--- config.mk ---
export PLATFORM = sky130hd
export DESIGN_NAME = nibble_unpacker
export DESIGN_NICKNAME = d
export VERILOG_FILES = /design/src/rtl/nibble_unpacker.sv
export SDC_FILE = /design/constraint.sdc
export NUM_CORES = 1
export LEC_CHECK = 0
export CAP_MARGIN = 10
export CORE_ASPECT_RATIO = 1.75
export CORE_MARGIN = 3
export CORE_UTILIZATION = 40
export DETAILED_ROUTE_END_ITERATION = 12
export GPL_TIMING_DRIVEN = 0
export PLACE_DENSITY = 0.78
export SLEW_MARGIN = 0
export SYNTH_ARGS = -nofsm -noshare
export SYNTH_HDL_FRONTEND = slang
export SYNTH_SLANG_ARGS = --single-unit
export TNS_END_PERCENT = 30
--- constraint.sdc ---
create_clock -name clk -period 2.1 [get_ports clk]
set_clock_uncertainty 0.2 [all_clocks]
set_input_delay 0.315 -clock clk [delete_from_list [all_inputs] [get_ports clk]]
set_output_delay 0.315 -clock clk [all_outputs]
set_load 0.03 [all_outputs]
--- src/rtl/nibble_unpacker.sv ---
`default_nettype none
// ============================================================================
// Module   : nibble_unpacker
// Purpose  : Splits a packed {hi,lo} word into two nibble beats on a
//            valid/ready output stream. The per-word in_sel bit picks the
//            beat order. The block flags words whose two nibbles are equal
//            and counts fully emitted words with a wrapping counter.
// Ports    : clk        - rising-edge clock
//            rst_n      - asynchronous reset, active low
//            in_valid   - in_data/in_sel are valid
//            in_ready   - a word can be accepted this cycle
//            in_data    - packed word {hi,lo}, 2*NIB_W bits
//            in_sel     - 1: hi nibble first, 0: lo nibble first
//            out_valid  - out_data holds a nibble
//            out_ready  - downstream accepts the nibble
//            out_data   - current nibble, NIB_W bits
//            out_last   - second nibble of a word
//            out_rep    - the word's hi == lo (held on both beats)
//            word_cnt   - number of fully emitted words (wraps)
// Revision : 1.0 - initial release
// ============================================================================
module nibble_unpacker #(
  parameter int NIB_W = 4,
  parameter int CNT_W = 8
) (
  input  logic               clk,
  input  logic               rst_n,
  input  logic               in_valid,
  output logic               in_ready,
  input  logic [2*NIB_W-1:0] in_data,
  input  logic               in_sel,
  output logic               out_valid,
  input  logic               out_ready,
  output logic [NIB_W-1:0]   out_data,
  output logic               out_last,
  output logic               out_rep,
  output logic [CNT_W-1:0]   word_cnt
);

  typedef enum logic [1:0] {
    EMPTY  = 2'd0,
    FIRST  = 2'd1,
    SECOND = 2'd2
  } state_t;

  localparam logic [CNT_W-1:0] CNT_ONE = {{(CNT_W-1){1'b0}}, 1'b1};

  state_t             state_q, state_d;
  logic [NIB_W-1:0]   first_q, first_d;
  logic [NIB_W-1:0]   second_q, second_d;
  logic               rep_q, rep_d;
  logic [CNT_W-1:0]   cnt_q, cnt_d;
  logic               live_q, live_d;

  logic [NIB_W-1:0]   in_hi;
  logic [NIB_W-1:0]   in_lo;
  logic               accept;
  logic               beat;

  assign in_hi = in_data[2*NIB_W-1:NIB_W];
  assign in_lo = in_data[NIB_W-1:0];

  // Output decode: everything is a function of registered state, so there is
  // no combinational path from in_data/in_valid to the output stream.
  // live_q keeps in_ready low while reset is held and for the first edge
  // after release, since EMPTY alone would otherwise advertise readiness.
  always_comb begin
    in_ready  = 1'b0;
    out_valid = 1'b0;
    out_data  = '0;
    out_last  = 1'b0;
    out_rep   = 1'b0;
    case (state_q)
      EMPTY: begin
        in_ready = live_q;
      end
      FIRST: begin
        out_valid = 1'b1;
        out_data  = first_q;
        out_rep   = rep_q;
      end
      SECOND: begin
        in_ready  = out_ready;
        out_valid = 1'b1;
        out_data  = second_q;
        out_last  = 1'b1;
        out_rep   = rep_q;
      end
      default: begin
        in_ready = 1'b0;
      end
    endcase
  end

  assign accept   = in_valid && in_ready;
  assign beat     = out_valid && out_ready;
  assign word_cnt = cnt_q;

  // Next-state logic. Nibbles are stored already in emission order so the
  // output mux only needs the state, not the latched select bit.
  always_comb begin
    state_d  = state_q;
    first_d  = first_q;
    second_d = second_q;
    rep_d    = rep_q;
    cnt_d    = cnt_q;
    live_d   = 1'b1;

    case (state_q)
      EMPTY: begin
        if (accept) begin
          state_d = FIRST;
        end
      end
      FIRST: begin
        if (beat) begin
          state_d = SECOND;
        end
      end
      SECOND: begin
        if (beat) begin
          cnt_d   = cnt_q + CNT_ONE;
          // Back-to-back: a new word may be taken on the same edge the
          // last nibble leaves, giving one word every two cycles.
          state_d = accept ? FIRST : EMPTY;
        end
      end
      default: begin
        state_d = EMPTY;
      end
    endcase

    if (accept) begin
      first_d  = in_sel ? in_hi : in_lo;
      second_d = in_sel ? in_lo : in_hi;
      rep_d    = (in_hi == in_lo);
    end
  end

  always_ff @(posedge clk or negedge rst_n) begin
    if (!rst_n) begin
      state_q  <= EMPTY;
      first_q  <= '0;
      second_q <= '0;
      rep_q    <= 1'b0;
      cnt_q    <= '0;
      live_q   <= 1'b0;
    end else begin
      state_q  <= state_d;
      first_q  <= first_d;
      second_q <= second_d;
      rep_q    <= rep_d;
      cnt_q    <= cnt_d;
      live_q   <= live_d;
    end
  end

endmodule
`default_nettype wire

==> metrics <==
PD cells 1250 mW/mm^2; pre-CTS setup slack -0.253 ns; vias in the first global route 939; share of the yosys chip area belonging to registers 0.454; initial DRC count 17; RSZ-0062 raised after global routing yes; residual DRC count 0; Placed Instances 162; clk sinks 20; Pre-antenna DRT Iters 3; GRT Util Overall 0.144; fin area 0.00150 sq mm; Post-DP Area 0.00142 sq mm; die height 75.4 microns; grt ovf 0; full die area 0.00345 sq mm; largest net degree at the start of global routing 21; io pins 29; Fin. Hold Viols 0; # diodes 0; Worst-path clk slew 0.07 ns; fraction of layout cells with a size suffix above 1 0.184; initial antenna violation count 0; Slew @ Worst Pin 0.880 ns; Pleak 0.672 nW; drt wl/cell 13.4 microns; vias per cell 5.31; YS warnings 0; metal2 WL 1.21 mm; Peak supply drop 650 uV; top layer in use met4; Post-synth top flop dfrtp_1; CP Max Fanout 10; critical path type reg2out; final worst path period need 2.04 ns; CTS Root Cell clkbuf_8; Mean Syn Cell Area 10.1 sq um; routed via count 886; Placeable Area 0.00255 sq mm; Clock Tree Buf Depth 2; Distinct cells, synth 27; CTS tree done; Hold/Removal Path Class reg2reg; met1 WL 900 microns; Final nets 161; Initial Util 0.432; status finished clean; #FFs+latches synth 20; synthesis-to-finish area growth 36.2%; P_sw 760 uW; global-route wire length before repair 3.71 mm; Rows 24; total of max-cap violations 0; asr flop ratio synth 1.00; Final setup viols 0; Tcrit/Tclk final 0.973; top cells by count, synth 20 x dfrtp_1, 13 x nand2_1, 8 x mux2i_1, 8 x o21ai_1, 8 x xnor2_1; setup slack after layout 0.0561 ns; sequential power share 0.326; remaining antenna violation count after routing 0; IO Port Bufs 27; top post-synthesis cells by area dfrtp_1 45%, mux2i_1 7.3%, ha_1 6.8%; CP required 1.58 ns; H-tree depth 1; Rel. slew slack 0.411; Fillers 225; EDFF count, synth 0; Worst setup EP type output pin; PnR Total Power 1.87 mW; Combinational Power Share 0.517; Synth area leader dfrtp_1; Final Non-Filler Cells 167; Critical Path Source Type flop; internal cell power 1.11 mW; Max Fclk 0.489 GHz; Switching Share 0.405; Worst-Skew Late Latency 0.26 ns; detailed placer's ending HPWL 1.76 mm; syn nets 128; Mapped Area 0.00110 sq mm; part of the power in the clock network 0.157; Die W 45.7 microns; Critical Path AT 1.53 ns; routability cong. 0.763; count leader, synth dfrtp_1; CTS Buf Count 3; Yosys top cell area share 0.454; Pins Over Slew Limit 0; cells after synthesis 109; WL met3 113 microns; overall routed net length 2.24 mm
-- sequential cells by signal, indices dropped and copies added, names as in the netlist --
name,flops
word_cnt,8
state_q,2
live_q,1
rep_q,1
second_q,4
first_q,4
-- kinds of logic (layout without fill, tap and decap cells) --
logic type / after synthesis / after routing / synth area share
AND/OR/NAND/NOR: 33 / 33 / 0.142
flip-flops: 20 / 20 / 0.454
AO/OA/AOI/OAI: 19 / 19 / 0.112
XOR/XNOR: 11 / 11 / 0.0874
multiplexers: 10 / 10 / 0.0931
buffers and inverters: 9 / 41 / 0.0397
adder cells (fa/ha/maj): 6 / 6 / 0.0681
other: 1 / 1 / 0.00340
-- metal layers --
metal	GRT usage	vias to the layer above
met5	0	-
met4	0.0521	0
met3	0.0213	3
met2	0.288	29
met1	0.139	420
li1	-	434
-- placed cells by master (no fill, tap or decap), drive strengths merged, types with 2 or more instances in the layout --
cell type | Yosys | final
mux2 | 2 | 2
nor2b | 6 | 6
a21oi | 2 | 2
dfrtp | 20 | 20
dlygate4sd2 | 0 | 2
nand3 | 3 | 3
nor2 | 6 | 6
xor2 | 3 | 3
o21ai | 9 | 9
nand2 | 13 | 13
mux2i | 8 | 8
a22oi | 4 | 4
buf | 4 | 8
ha | 6 | 6
nand4 | 2 | 2
a31oi | 2 | 2
xnor2 | 8 | 8
inv | 5 | 5
clkdlybuf4s50 | 0 | 19
clkbuf | 0 | 6
-- path summary, 6_finish.rpt --
| path | startpoint | to | slack, ns | cells after the start |
|---|---|---|---|---|
| worst max-delay path | state_q[1] | out_data[1] | 0.06 | 5 |
| worst min-delay path | word_cnt[7] | word_cnt[7] | 0.29 | 1 |
| worst max register to register | state_q[1] | state_q[0] | 0.07 | 6 |
| worst min register to register | word_cnt[7] | word_cnt[7] | 0.29 | 1 |
| max in group asynchronous | rst_n | state_q[1] | 0.75 | 1 |
| min in group asynchronous | rst_n | word_cnt[7] | 0.35 | 1 |
-- per-stage QoR --
stage | hold WS, ns | utilization | setup TNS [ns]
2_1_floorplan | -0.181 | - | 0
3_5_place_dp | 0.279 | 0.555 | -2.21
3_3_place_gp | 0.262 | 0.555 | -1.99
5_1_grt | 0.307 | 0.588 | -0.0139
6_report | 0.289 | 0.588 | 0
4_1_cts | 0.296 | 0.583 | 0
-- worst max-delay path, stage by stage (launching register included) --
cell,delay [ns]
dfrtp_2,0.46
ha_4,0.18
buf_4,0.16
a22oi_1,0.21
nor2b_1,0.08
buf_4,0.17
-- power by group through the flow --
stage	Combinational [mW]	Sequential [mW]	Clock, mW
after floorplan	0.554	0.657	0
after global placement	0.885	0.607	0
after detailed placement	0.916	0.617	0
after CTS	0.959	0.607	0.298
after global routing	1.05	0.625	0.314
final	0.968	0.611	0.294
-- repair_timing --
item / 4_1_cts / 5_1_grt
hold buffers: 0 / 0
pin swaps: 0 / 1
gates resized for setup: 36 / 9
setup endpoints to repair: 9 / 13
buffers inserted: 1 / 0
-- cell type report --
cell class,instances,area (sq um),area share
buffer,4,30.0,0.0200
clock buffer,4,55.1,0.0367
inverter,5,21.3,0.0142
multi-input combinational,80,604,0.403
sequential,20,502,0.334
tap,26,32.5,0.0217
timing repair buffer,28,256,0.171
Power figures use the tool's default switching activity.
